[src/rtl/barrel_shifter_32.sv]
// 32-bit logical barrel shifter with a registered result.
// Left shifts reuse the right-shift network by bit-reversing the operand and the result.
module barrel_shifter_32 (
   input  logic        CLK,
   input  logic        RST,
   input  logic [31:0] D,
   input  logic [4:0]  S,
   input  logic        LnR,
   output logic [31:0] Y
);

   logic [31:0] d_rev;
   logic [31:0] net_rev;
   logic [31:0] stage [0:5];
   logic [31:0] y_d;
   logic [31:0] y_q;

   genvar gi;
   generate
      for (gi = 0; gi < 32; gi++) begin : g_rev
         assign d_rev[gi]   = D[31-gi];
         assign net_rev[gi] = stage[5][31-gi];
      end
   endgenerate

   assign stage[0] = LnR ? d_rev : D;

   // Stage gi shifts right by 2**gi with zero fill when S[gi] is set.
   generate
      for (gi = 0; gi < 5; gi++) begin : g_stage
         localparam int SH = 1 << gi;
         assign stage[gi+1] = S[gi] ? {{SH{1'b0}}, stage[gi][31:SH]} : stage[gi];
      end
   endgenerate

   assign y_d = LnR ? net_rev : stage[5];

   always_ff @(posedge CLK or negedge RST) begin
      if (!RST) begin
         y_q <= '0;
      end else begin
         y_q <= y_d;
      end
   end

   assign Y = y_q;

endmodule

[config.mk]
export PLATFORM = sky130hd
export DESIGN_NAME = barrel_shifter_32
export DESIGN_NICKNAME = d
export VERILOG_FILES = /design/src/rtl/barrel_shifter_32.sv
export SDC_FILE = /design/constraint.sdc
export NUM_CORES = 1
export LEC_CHECK = 0
export BUFFER_PORTS_ARGS = -buffer_cell sky130_fd_sc_hd__buf_2
export CAP_MARGIN = 25
export CORE_MARGIN = 4
export CORE_UTILIZATION = 55
export DETAILED_ROUTE_END_ITERATION = 6
export HOLD_SLACK_MARGIN = 0.1
export MAX_ROUTING_LAYER = met4
export PLACE_DENSITY = 0.79
export SLEW_MARGIN = 20
export SYNTH_ARGS = -nofsm -noshare
export SYNTH_HDL_FRONTEND = slang
export SYNTH_SLANG_ARGS = --single-unit
[constraint.sdc]
create_clock -name CLK -period 0.8 [get_ports CLK]
set_input_delay 0.16 -clock CLK [delete_from_list [all_inputs] [get_ports CLK]]
set_output_delay 0.16 -clock CLK [all_outputs]
set_load 0.03 [all_outputs]
==> results of run 1 <==
-- repair_timing --
item                                   4_1_cts
buffers inserted                            14
setup endpoints to repair                   64
gates cloned                                 5
hold buffers                                 1
endpoints found under the hold margin       32
pin swaps                                   20
gates resized for setup                    144
-- layer usage --
layer	global-route usage	GRT overflow
met1	0.691	0
met2	0.859	1
met3	0.510	0
met4	0.682	1
met5	-	-
-- metrics by stage --
stage | std cells | util
2_1_floorplan | 407 | -
3_3_place_gp | 681 | 0.792
3_5_place_dp | 681 | 0.792
4_1_cts | 708 | 0.919
-- kinds of logic after synthesis --
group	synth area share
multiplexers	0.422
AO/OA/AOI/OAI	0.203
AND/OR/NAND/NOR	0.120
buffers and inverters	0.0485
flip-flops	0.204
XOR/XNOR	0.00223
==> reports/qor.txt, run 1 <==
worst setup endpoint GRT: Y[8]$_DFF_PN0_/D
Num CTS Buffers: 5
worst ep type: sequential cell input
synthesized area: 0.00392 sq mm
Fail Step: global routing
CTS sink cnt: 32
Synth Flop Type: dfrtp_1
Mapped Cells: 407
FFs w/ async S/R, synth: 1.00
Avg Inst Size Synth: 9.64 sq um
overall routing resource usage: 0.699
Die W: 92.5 microns
Post-synth top cells: mux2i_1, dfrtp_1, mux4_2, nand2_1, nor2_1
clock buffer depth: 2
initial cell density of the core: 0.571
Root Buffer: clkbuf_8
largest net degree at the start of global routing: 33
GR Overflow Total: 2
Synth top area share: 0.204
ranking of synthesized cells by area: dfrtp_1, mux4_2, mux2i_1, mux2_1, mux2_2
Placed Area: 0.00544 sq mm
cell taking the most area after synthesis: dfrtp_1
IO buf count: 71
Yosys cell types: 53
post-synthesis sequential area ratio: 0.204
most frequent cell after synthesis: mux2i_1
gpl congestion: 1.03
pre-CTS setup slack: -1640 ps
Final HPWL DP: 12.0 mm
syn nets: 447
H-tree depth: 2
stop err: [ERROR GRT-0232] Routing congestion too high. Check the congestion heatmap in the GUI.
num ports: 72
Die Y: 92.5 microns
Yosys Warn Count: 0
EDFF count, synth: 0
result of the run: stopped before the end
Rows: 30
#FFs+latches synth: 32
==> run 2, diff against run 1 <==
--- a/config.mk
+++ b/config.mk
@@ -8,11 +8,9 @@
 export BUFFER_PORTS_ARGS = -buffer_cell sky130_fd_sc_hd__buf_2
 export CAP_MARGIN = 25
 export CORE_MARGIN = 4
-export CORE_UTILIZATION = 55
+export CORE_UTILIZATION = 40
 export DETAILED_ROUTE_END_ITERATION = 6
-export HOLD_SLACK_MARGIN = 0.1
-export MAX_ROUTING_LAYER = met4
-export PLACE_DENSITY = 0.79
+export PLACE_DENSITY_LB_ADDON = 0.15
 export SLEW_MARGIN = 20
 export SYNTH_ARGS = -nofsm -noshare
 export SYNTH_HDL_FRONTEND = slang
==> run 2 against run 1 <==
  * The flow now finishes, with violations (setup timing)
  * Synthesized area did not move
  * Synthesized cell count did not move
==> reports/qor.txt, run 2 <==
Die W: 107 microns
fin crit share: 2.62
synthesized area: 0.00392 sq mm
FFs w/ async S/R, synth: 1.00
gpl congestion: 0.979
Routed WL: 16.5 mm
worst setup path start: S[0]
CP max stage cell: mux4_2
drc violations: 0
worst-path maximum fanout: 6
Hold WC Path Type: in -> reg
cell taking the most area after synthesis: dfrtp_1
Net Sw Frac: 0.376
setup TNS: -41,070 ps
final hold viol count: 0
Placed Area: 0.00547 sq mm
DR vias/cell: 6.25
post-synthesis sequential area ratio: 0.204
most frequent cells in the layout: buf_4, buf_6, buf_2
final worst setup slack: -1300 ps
combinational share of power: 0.610
CTS tree: yes
result of the run: complete, but fails checks
fraction of layout cells with a size suffix above 1: 0.622
Critical Path RT: 950 ps
num ports: 72
Synth Flop Type: dfrtp_1
#FFs+latches synth: 32
max-cap viol count: 0
Synth top area share: 0.204
Yosys cell types: 53
failing checks: setup timing
CTS clock-pin slew for the worst setup and hold paths: 60 ps
area growth from synthesis to layout: 71.7%
overall routing resource usage: 0.278
Iter 0 DRT Violations: 394
CTS sink cnt: 32
number of global-route vias before repair: 4,624
Antenna Cells: 0
CP arrival: 2250 ps
initial cell density of the core: 0.417
Root Buffer: clkbuf_8
Post-layout nets: 659
multi-input logic area: 0.00353 sq mm
WS Path Type: in -> reg
CP endpoint: Y[28]
crit path cell chain: buf_12, buf_12, mux2_4, mux4_2, mux4_2, a221oi_4, mux2i_1
ranking of synthesized cells by area: dfrtp_1, mux4_2, mux2i_1, mux2_1, mux2_2
GR Overflow Total: 0
peak supply drop: 842 uV
Slew Viols, Final: 0
max frequency: 0.476 GHz
Mapped Cells: 407
max reg flops: 32
clock power share: 0.159
Num CTS Buffers: 5
NetSw: 3.10 mW
syn nets: 447
Post-synth top cells: mux2i_1, dfrtp_1, mux4_2, nand2_1, nor2_1
# fillers: 683
Setup crit start kind: input port
antenna-violating nets left: 0
clock buffer depth: 2
Final Setup Violations: 64
first-pass GRT wire length: 24.9 mm
Yosys Warn Count: 0
Pwr Density: 1220 mW/mm^2
Register Area: 801 sq um
unrepaired setup endpoints after global routing: yes
IO buf count: 71
Pre-antenna DRT Iters: 6
Final HPWL DP: 11.7 mm
initial antenna violation count: 0
Internal Power: 5.14 mW
final instance area: 0.00674 sq mm
CP endpoint kind: register
Final Core Density: 0.715
commonest non-fill, non-tap cell in the layout: buf_4
fin crit period: 2100 ps
most frequent cell after synthesis: mux2i_1
die area: 0.0115 sq mm
H-tree depth: 2
Avg Inst Size Synth: 9.64 sq um
crit-path max cell delay: 540 ps
DR vias: 4,674
Core Footprint: 0.00942 sq mm
hold slack: 334 ps
Slew @ Worst Pin: 516 ps
Die Y: 107 microns
EDFF count, synth: 0
Max-slew headroom: 0.647
routed len/inst: 22.1 microns
Rows: 35
largest net degree at the start of global routing: 33
Flop pwr share: 0.232
Leakage Power: 3.02 nW
-- run 2: worst min-delay path by stage --
stage | endpoint | cells past startpoint | from
after floorplan | Y[0] | 0 | RST
after global placement | Y[6] | 2 | RST
after detailed placement | Y[6] | 2 | RST
after CTS | Y[4] | 3 | LnR
after global routing | Y[4] | 3 | LnR
final | Y[4] | 3 | LnR
-- run 2: critical path: cells and delay by family --
| kind | cells | cell delay, ps |
|---|---|---|
| multiplexers | 4 | 1500 |
| AO/OA/AOI/OAI | 1 | 330 |
| buffers and inverters | 2 | 260 |
-- run 2: power groups by stage --
| stage | logic [mW] | clock network [mW] | registers (mW) |
|---|---|---|---|
| after global placement | 3.69 | 0 | 1.89 |
| after floorplan | 1.79 | 0 | 2.30 |
| after detailed placement | 3.73 | 0 | 1.89 |
| after global routing | 5.24 | 1.40 | 1.93 |
| after CTS | 4.59 | 1.34 | 1.91 |
| final | 5.02 | 1.31 | 1.91 |
-- run 2: cell families after synthesis --
| kind of cell | synth area share |
|---|---|
| mux | 0.422 |
| buf+inv | 0.0485 |
| compound gates | 0.203 |
| flops | 0.204 |
| simple gates | 0.120 |
| xor+xnor | 0.00223 |
-- run 2: area by class of cell --
| cell class | count | area share |
|---|---|---|
| inverter | 4 | 0.00223 |
| clock buffer | 7 | 0.0143 |
| timing repair buffer | 241 | 0.317 |
| tap | 129 | 0.0240 |
| multi-input combinational | 335 | 0.523 |
| sequential | 32 | 0.119 |
-- run 2: repair_timing --
action,in CTS,in global routing
pin swaps,34,26
hold buffers,1,0
setup buffers,18,11
endpoints found under the hold margin,32,0
gates cloned,5,0
endpoints found under the setup margin,64,64
resized for setup,169,37
-- run 2: per-stage QoR --
step           worst slack (ps)  total power, mW  cells
2_1_floorplan             -1370             4.09    407
3_3_place_gp              -1620             5.58    709
3_5_place_dp              -1700             5.62    709
4_1_cts                   -1260             7.83    739
5_1_grt                   -1290             8.57    748
6_report                  -1300             8.23    748
-- run 2: metal layers --
| metal | vias up | share of wire | GRT usage |
|---|---|---|---|
| met3 | 45 | 0.078 | 0.0446 |
| met4 | 0 | 0.038 | 0.139 |
| li1 | 2042 | - | - |
| met2 | 278 | 0.50 | 0.467 |
| met5 | - | 0 | 0 |
| met1 | 2309 | 0.39 | 0.344 |
Power figures use the tool's default switching activity.
==> run 3, diff against run 2 <==
--- a/config.mk
+++ b/config.mk
@@ -11,6 +11,7 @@
 export CORE_UTILIZATION = 40
 export DETAILED_ROUTE_END_ITERATION = 6
 export PLACE_DENSITY_LB_ADDON = 0.15
+export SKIP_LAST_GASP = 1
 export SLEW_MARGIN = 20
 export SYNTH_ARGS = -nofsm -noshare
 export SYNTH_HDL_FRONTEND = slang
==> run 3 against run 2 <==
  * Hold slack gained 20 ps
  * The flow still finishes with violations (setup timing)
  * Critical endpoint unchanged
  * Sequential share of layout area about the same
  * Global-route usage down 0.29 points
==> reports/qor.txt, run 3 (synthesis gave the netlist of run 2 again) <==
Slew Viols, Final: 0
IO buf count: 71
Rows: 35
CP arrival: 2230 ps
drc violations: 0
initial antenna violation count: 0
clock buffer depth: 2
final worst setup slack: -1280 ps
Setup crit start kind: input port
worst-path maximum fanout: 6
Placed Area: 0.00547 sq mm
Die W: 107 microns
Antenna Cells: 0
largest net degree at the start of global routing: 33
Routed WL: 16.3 mm
Critical Path RT: 950 ps
antenna-violating nets left: 0
Buffers & Inverters on Critical Path: 2
most frequent cells in the layout: buf_4, buf_6, buf_2
commonest non-fill, non-tap cell in the layout: buf_4
CTS tree: yes
crit path cell chain: buf_12, buf_12, mux2_4, mux4_2, mux4_2, a221oi_4, mux2i_1
GR Overflow Total: 0
area growth from synthesis to layout: 71.3%
result of the run: complete, but fails checks
Post-layout nets: 658
die area: 0.0115 sq mm
max-cap viol count: 0
met3 Use GR: 0.0391
Die Y: 107 microns
Final HPWL DP: 11.7 mm
Pwr Density: 1220 mW/mm^2
Pre-antenna DRT Iters: 5
max reg flops: 32
Max-slew headroom: 0.694
Num CTS Buffers: 5
DR vias: 4,613
CTS sink cnt: 32
final instance area: 0.00672 sq mm
CP delay by family, top: multiplexers
crit-path max cell delay: 530 ps
pre-CTS setup slack: -1700 ps
Final Setup Violations: 64
Root Buffer: clkbuf_8
WS Path Type: in -> reg
final hold viol count: 0
num ports: 72
number of global-route vias before repair: 4,582
initial cell density of the core: 0.417
Top Usage Layer GRT: met2
fin crit share: 2.60
peak supply drop: 850 uV
Hold WC Path Type: in -> async
routed len/inst: 21.8 microns
Slew @ Worst Pin: 448 ps
met1 usage: 0.347
DR vias/cell: 6.18
max frequency: 0.480 GHz
CP max stage cell: mux4_2
Leakage Power: 3.02 nW
CTS clock-pin slew for the worst setup and hold paths: 70 ps
H-tree depth: 2
first-pass GRT wire length: 24.8 mm
Core Footprint: 0.00942 sq mm
CP endpoint kind: register
fraction of layout cells with a size suffix above 1: 0.621
gpl congestion: 0.979
fin crit period: 2080 ps
failing checks: setup timing
unrepaired setup endpoints after global routing: yes
GRT met2 Usage: 0.450
Iter 0 DRT Violations: 353
overall routing resource usage: 0.275
## run 3: cell types whose count changed in the layout (fill, tap and decap cells not counted), moves of 2 or more
| cell | previous run | this run |
|---|---|---|
| mux2_4 | 35 | 33 |
| buf_4 | 136 | 140 |
| a221oi_2 | 2 | 5 |
| buf_6 | 52 | 45 |
| a221oi_1 | 4 | 1 |
## run 3: per-stage QoR
step	hold slack, ps	total power, mW	cells	utilization	TNS [ps]
floorplan	-136	4.09	407	-	-38780
global placement	119	5.58	709	0.581	-47900
finish	354	8.19	747	0.714	-41140
CTS	337	7.80	739	0.685	-40840
global route	373	8.53	747	0.714	-42980
detailed placement	123	5.62	709	0.581	-48520
## run 3: final timing paths
kind,startpoint,cells after the start,slack (ps),endpoint
max in group asynchronous,RST,3,280,Y[1]
min in group CLK,LnR,3,370,Y[4]
worst min-delay path,RST,3,350,Y[6]
worst max-delay path,S[0],7,-1280,Y[28]
## run 3: per-layer routing
metal / vias to the layer above / share of wire
met5: - / 0
met1: 2273 / 0.40
met3: 54 / 0.062
met2: 240 / 0.49
met4: 0 / 0.051
li1: 2046 / -
## run 3: what timing repair did
action                     in CTS  in global routing
pin swaps                      31                 26
resized for setup             158                 41
cloned                          5                  1
hold buffers                    1                  0
buffers inserted               18                  9
hold endpoints to repair       32                  0
setup endpoints to repair      64                 64
## run 3: layout make-up
| type | count | area [sq um] |
|---|---|---|
| tap | 129 | 161 |
| sequential | 32 | 801 |
| clock buffer | 7 | 96.3 |
| inverter | 4 | 15.0 |
| fill | 690 | 2690 |
| multi-input combinational | 335 | 3520 |
| timing repair buffer | 240 | 2130 |
## run 3: worst min-delay path, delay by kind of cell
| kind | cells | cell delay, ps |
|---|---|---|
| buffers and inverters | 3 | 830 |
## run 3: power by group
part	switching, mW	internal (mW)	leakage [nW]
clock	0.550	0.765	0.0503
sequential	0.0918	1.81	0.407
combinational	2.44	2.53	2.56
total	3.08	5.11	3.02
